$ cat config.mk
export PLATFORM = sky130hd
export DESIGN_NAME = result_display_converter
export DESIGN_NICKNAME = d
export VERILOG_FILES = /design/src/rtl/result_display_converter.sv
export SDC_FILE = /design/constraint.sdc
export NUM_CORES = 1
export LEC_CHECK = 0
export CORE_MARGIN = 4
export CORE_UTILIZATION = 50
export DETAILED_ROUTE_END_ITERATION = 7
export HOLD_SLACK_MARGIN = 0.12
export PLACE_DENSITY = 0.78
export SLEW_MARGIN = 20
export SYNTH_ARGS = -nofsm -noshare
export SYNTH_HDL_FRONTEND = slang
export SYNTH_SLANG_ARGS = --single-unit
$ cat constraint.sdc
create_clock -name clk -period 4.7 [get_ports clk]
set_input_delay 0.94 -clock clk [delete_from_list [all_inputs] [get_ports clk]]
set_output_delay 0.94 -clock clk [all_outputs]
set_load 0.05 [all_outputs]
$ cat src/rtl/result_display_converter.sv
// rtl/result_display_converter.sv - 8-bit result to BCD (double dabble) and 3-digit seven-segment display; optional NEG_SIGN_EN
module result_display_converter #(
  parameter int WIDTH  = 8,
  parameter int DIGITS = 3
) (
  input  logic                clk,
  input  logic                reset,
  input  logic                start,
  input  logic [WIDTH-1:0]    value,
  input  logic                add_sub_ovf,
  input  logic [1:0]          mult_div_ovf,
`ifdef NEG_SIGN_EN
  input  logic                signed_mode,
  output logic [7:0]          hex3,
`endif
  output logic                busy,
  output logic                done,
  output logic [4*DIGITS-1:0] bcd,
  output logic [7:0]          hex0,
  output logic [7:0]          hex1,
  output logic [7:0]          hex2
);

  localparam int CW = $clog2(WIDTH + 1);

  typedef enum logic [1:0] {IDLE, SHIFT, FINISH} state_t;

  state_t              state, state_next;
  logic                load, shift_en, finish;
  logic [CW-1:0]       count;
  logic [WIDTH-1:0]    bin_q, load_bin;
  logic [4*DIGITS-1:0] acc_q, acc_adj;
  logic                asf_q;
  logic [1:0]          mdf_q;
  logic [3:0]          hund, tens, ones;
  logic [7:0]          seg_h, seg_t, seg_o;

  // active-low segment pattern {dp,g,f,e,d,c,b,a} for a decimal digit, dp off
  function automatic logic [7:0] seg7(input logic [3:0] d);
    case (d)
      4'd0:    seg7 = 8'hC0;
      4'd1:    seg7 = 8'hF9;
      4'd2:    seg7 = 8'hA4;
      4'd3:    seg7 = 8'hB0;
      4'd4:    seg7 = 8'h99;
      4'd5:    seg7 = 8'h92;
      4'd6:    seg7 = 8'h82;
      4'd7:    seg7 = 8'hF8;
      4'd8:    seg7 = 8'h80;
      4'd9:    seg7 = 8'h90;
      default: seg7 = 8'hFF;
    endcase
  endfunction

`ifdef NEG_SIGN_EN
  logic neg_q, take_neg;
  assign take_neg = signed_mode & value[WIDTH-1];
  // a negative signed result is converted as its magnitude; 8'h80 becomes 128
  assign load_bin = take_neg ? (~value + WIDTH'(1)) : value;
`else
  assign load_bin = value;
`endif

  assign busy = (state != IDLE);

  // state register
  always_ff @(posedge clk or posedge reset) begin
    if (reset) state <= IDLE;
    else       state <= state_next;
  end

  // next-state and datapath strobes
  always_comb begin
    state_next = state;
    load       = 1'b0;
    shift_en   = 1'b0;
    finish     = 1'b0;
    case (state)
      IDLE: if (start) begin
        load       = 1'b1;
        state_next = SHIFT;
      end
      SHIFT: begin
        shift_en = 1'b1;
        if (count == CW'(1)) state_next = FINISH;
      end
      FINISH: begin
        finish     = 1'b1;
        state_next = IDLE;
      end
      default: state_next = IDLE;
    endcase
  end

  // double-dabble correction: every nibble >= 5 gets +3 before the shift
  always_comb begin
    acc_adj = acc_q;
    for (int i = 0; i < DIGITS; i++) begin
      if (acc_q[4*i +: 4] >= 4'd5) acc_adj[4*i +: 4] = acc_q[4*i +: 4] + 4'd3;
    end
  end

  assign hund  = acc_q[8 +: 4];
  assign tens  = acc_q[4 +: 4];
  assign ones  = acc_q[0 +: 4];
  assign seg_h = seg7(hund);
  assign seg_t = seg7(tens);
  assign seg_o = seg7(ones);

  // conversion registers and display outputs; outputs only change at FINISH
  always_ff @(posedge clk or posedge reset) begin
    if (reset) begin
      count <= '0;
      bin_q <= '0;
      acc_q <= '0;
      asf_q <= 1'b0;
      mdf_q <= 2'b00;
      done  <= 1'b0;
      bcd   <= '0;
      hex0  <= 8'hFF;
      hex1  <= 8'hFF;
      hex2  <= 8'hFF;
`ifdef NEG_SIGN_EN
      neg_q <= 1'b0;
      hex3  <= 8'hFF;
`endif
    end else begin
      done <= finish;
      if (load) begin
        count <= CW'(WIDTH);
        bin_q <= load_bin;
        acc_q <= '0;
        asf_q <= add_sub_ovf;
        mdf_q <= mult_div_ovf;
`ifdef NEG_SIGN_EN
        neg_q <= take_neg;
`endif
      end
      if (shift_en) begin
        acc_q <= {acc_adj[4*DIGITS-2:0], bin_q[WIDTH-1]};
        bin_q <= {bin_q[WIDTH-2:0], 1'b0};
        count <= count - CW'(1);
      end
      if (finish) begin
        bcd  <= acc_q;
        hex0 <= {~asf_q, seg_o[6:0]};
        hex1 <= {~mdf_q[0], ((hund == 4'd0) && (tens == 4'd0)) ? 7'h7F : seg_t[6:0]};
        hex2 <= {~mdf_q[1], (hund == 4'd0) ? 7'h7F : seg_h[6:0]};
`ifdef NEG_SIGN_EN
        hex3 <= neg_q ? 8'hBF : 8'hFF;
`endif
      end
    end
  end

endmodule
Word-level counts from Yosys, hierarchy flattened
Memories as Yosys holds them, arrays and structs flattened. A register that Yosys moved wholly into a read port is not among the register bits.
Cells that the tools add are included.
- memories: 3
- register bits after elaboration: 66
- bits in read-only memories: 336
- word-level logic and storage cells: 54
- output and inout bits: 38
- bits of input ports: 14
- memory list (name ; depth ; bits a word ; rd ports ; clocked after memory_dff ; wr ports ; line ; text):
    (no name shown) ; 16 ; 7 ; 1 ; 1 ; 0 ; 40 ; case (d)
    (no name shown) ; 16 ; 7 ; 1 ; 0 ; 0 ; 40 ;
    (no name shown) ; 16 ; 7 ; 1 ; 0 ; 0 ; 40 ;
- bitwise logic cells: 3
- reduce and logical (&&, ||, !) cells: 7
- $add $sub $neg: 4
- equal/unequal tests: 5
- magnitude comparators: 3
- mux-type cells: 18
- operators by type and width (cell ; count):
    $mux 12 ; 2
    $mux 4 ; 4
    $mux 8 ; 2
    $mux 7 ; 2
    $ge 4x3->1 const B ; 3
    $add 4x2->4 const B ; 2
    $logic_not 4->1 ; 2
    $eq 4x1->1 const B ; 1
    $mux 1 ; 4
    $mux 2 ; 2
    $ne 2x2->1 const B ; 2
    $pmux 2 s2 ; 1
    $reduce_bool 2->1 ; 2
    $sub 4x1->4 const B ; 1
    $add 3x2->3 const B ; 1
    $mux 3 ; 1
    $not 1->1 ; 3
    $eq 2x1->1 const B ; 1
    $eq 2x2->1 const B ; 1
    $logic_not 2->1 ; 1
    $reduce_and 2->1 ; 1
    $logic_and 1x1->1 ; 1

Logic depth before layout (Yosys ltp)
- depth in word-level cells: 4
- mapped depth: 6

Least setup slack after synthesis
Ideal clock, no wire load.
- path type: register to output
- start point: register state[1]
- end point: output port busy
- arrival: 0.915 ns
- path buffers: 1
- stages on the path, launching flop included: 3
- slack: 2.845 ns
- cells stage by stage: dfrtp_1 > buf_2 > or2_2
- word-level cells in the longest chain between the ends: 1
- ends and longest elaborated chain (what ; line ; text):
    start, declared ; 28 ; state_t state, state_next;
    start signal, assigned ; 69 ; else state <= state_next;
    $reduce_bool 2->1 ; 64 ; assign busy = (state != IDLE);
    end, declared ; 16 ; output logic busy,
No other way between the ends.

Worst setup path after layout
Same ends and word-level chain as after synthesis.

==> results by group <==
Clock network
  – Root Driver: clkbuf_8
  – Post-CTS Setup Bufs: 0
  – Worst-Skew Late Latency: about 340 ps
  – H-tree levels: 3
  – CTS tree: built
  – Clock slew at the register clock pins of the worst setup and hold paths: 60 ps
  – CTS Sinks: 66
  – Post-CTS resize count: 0
  – Maximum root-to-sink buffer count: 2
  – Cts bufs inserted: 9
  – Hold_buf cts: 0

Die
  – Initial Utilization: 51.21%
  – Die Ht: 88.65 µm
  – Area of the core: 6350 µm²
  – Die Wd: about 89 µm
  – Full die area: 7858 µm²
  – Rows: 29
  – I/O pins: 52

Logic synthesis
  – Post-synthesis sequential area ratio: 51.71%
  – Syn_nets: 370
  – Share of the synthesized area in the top cell type: 32.32%
  – Dominant synthesized flop cell: dfrtp_1
  – Yosys cell types: 40
  – Post-synthesis cell count: 339
  – Post-synth EDFFs: 0
  – Synthesis-stage register bit count: 66
  – Synth area leader: dfrtp_1
  – Area contributors post-synth: dfrtp_1 (32%), dfstp_2 (19%), nand2_1 (7.7%), ha_1 (6.5%), o21ai_0 (4.9%)
  – Mapped Avg Cell Area: 9.593 µm²
  – Yosys warning total: 0
  – Mapped Area: ~3300 µm²
  – Post-synth ARST share: 100.0%

Run status
  – Status: complete, no violations

Drt
  – 1st-pass router iterations: 4
  – Via count: ~2,600
  – ANT nets after route: 0
  – Drt total wl: around 6600 µm
  – Initial detailed-routing violation count: 120
  – Wire per inst: 14.16 µm
  – DRC: 0
  – Drt via density: 5.552

Power
  – Worst vdd ir: 0.0004068 V
  – Overall power: 3.213 mW
  – Static Leak: 1.709 nW
  – PwrDens: 811.4 nW/µm²

Global routing
  – Total track usage: 18.80%
  – Largest net degree at the start of global routing: 51
  – Vias in the first global route: 2,531
  – First-pass GRT wire length: 11,360 µm
  – Initial antenna violation count: 0
  – Total gr overflow: 0

Place
  – Post-Place Cells: between 400 and 500
  – I/O Buffers: 51
  – Detail Placement HPWL: between 4000 and 5000 µm
  – GPL Wtd Cong: about 0.8

Worst hold path
  – Min-delay worst type: flip-flop to flip-flop

Setup path
  – Critical Path AT: 1890 ps
  – Startpoint Class: flip-flop
  – CP max FO: 8
  – Critical Path End Type: output port
  – Setup CP Type: flip-flop to output port
  – Crit path required time: 3760 ps

Timing
  – Hold Vio Cnt, Final: 0
  – Pins Over Slew Limit: 0
  – Fmax: 353.6 MHz
  – Worst slew pin tran: 1004 ps
  – RSZ-0062 raised after global routing: false
  – Hold WS: 430.7 ps
  – Setup TNS: 0 ps
  – Final setup vio count: 0
  – Post-route clock period utilization: between 60% and 70%
  – Rel. slew slack: 32.97%
  – Clk_skew: 3.984 ps
  – Tmin final: 2828 ps

Finish
  – Non-filler cells, final: 466
  – Layout fillers: 509
  – Nets: 415
  – Layout cells sized above 1: 11.83%
  – N_diodes: 0
  – Layout area overhead: 21.78%

Job
  – Max_cap viols: 0
[layout by cell type, fill, tap and decap left out, types with 2 or more instances in the layout]
cell	count
or3_1	3
o21a_1	2
nand2b_1	6
nor2b_1	2
a211oi_1	2
nand2_1	67
clkdlybuf4s50_1	51
mux2_2	4
and3_1	2
dfrtp_1	42
ha_1	17
a21oi_1	17
a22oi_1	7
o22a_1	3
o21ai_0	32
o22ai_1	9
nor2_1	17
inv_1	15
nor3_1	7
buf_4	3
clkbuf_8	11
nand3_1	2
xnor2_1	4
dfstp_2	24
o31ai_1	8
a31oi_1	5
clkbuf_1	5
mux2i_1	5
o311ai_0	3
[cells in the mapped netlist, types with 3 or more instances]
cell type / number
o31ai_1: 8
clkbuf_1: 7
a31oi_1: 5
mux2i_1: 5
nor3_1: 7
a22oi_1: 7
nand2b_1: 6
dfrtp_1: 42
o22ai_1: 9
nor2_1: 17
a21oi_1: 17
o311ai_0: 3
nand2_1: 67
buf_2: 13
dfstp_2: 24
inv_1: 16
o22a_1: 3
ha_1: 17
mux2_2: 4
o21ai_0: 32
or3_1: 3
xnor2_1: 4
[cells by family (layout without fill, tap and decap cells)]
family / after synthesis / after routing / synth area share (%)
adder cells (fa/ha/maj): 17 / 17 / 6.541
buffers and inverters: 37 / 87 / 4.771
flip-flops: 66 / 66 / 51.71
XOR/XNOR: 5 / 5 / 1.347
AND/OR/NAND/NOR: 113 / 113 / 15.39
multiplexers: 9 / 9 / 2.924
AO/OA/AOI/OAI: 92 / 92 / 17.31
[state kept, by name (all words and copies together) (netlist names)]
| signal | flops |
|---|---|
| acc_q | 12 |
| asf_q | 1 |
| bcd | 12 |
| bin_q | 8 |
| count | 4 |
| done | 1 |
| hex0 | 8 |
| hex1 | 8 |
| hex2 | 8 |
| mdf_q | 2 |
| state | 2 |
[final timing paths]
check	start	endpoint	slack [ps]	cells past startpoint
setup reg to reg	state[0]	hex2[6]	2690	5
min in group asynchronous	reset	bcd[7]	1110	2
hold / removal	mdf_q[1]	hex2[7]	430	1
max in group asynchronous	reset	hex1[5]	2710	3
hold reg to reg	mdf_q[1]	hex2[7]	430	1
setup / recovery	state[1]	busy	1870	2
[metal layers]
layer,share of wire [%],global-route usage (%),vias to the layer above
li1,-,-,1262
met1,45,23.11,1262
met5,0,0,-
met2,49,30.36,48
met3,4.2,4.562,15
met4,2.7,10.30,0
[worst max-delay path, stage by stage (launching register included)]
cell             delay (ps)
dfrtp_1                 500
or2_2                   340
clkdlybuf4s50_1         700
[through the flow]
stage / setup slack, ps / area (µm²) / util, %
detailed placement: 1814 / 3790 / 59.68
finish: 1872 / 3960 / 62.36
global route: 1815 / 3960 / 62.36
floorplan: 2145 / 3252 / -
CTS: 1861 / 3960 / 62.36
global placement: 1884 / 3790 / 59.68
[cell type report]
cell class	count	area, µm²	share of cell area (%)
clock buffer	16	170.2	4.297
inverter	17	63.81	1.611
multi-input combinational	236	1415	35.73
sequential	66	1682	42.46
tap	77	96.34	2.433
timing repair buffer	54	533.0	13.46
[power by group]
group	leakage [nW]	internal [mW]	switching, mW
combinational	0.840	0.632	1.04
clock	0.0850	0.222	0.199
sequential	0.783	0.868	0.254
Power figures use the tool's default switching activity.
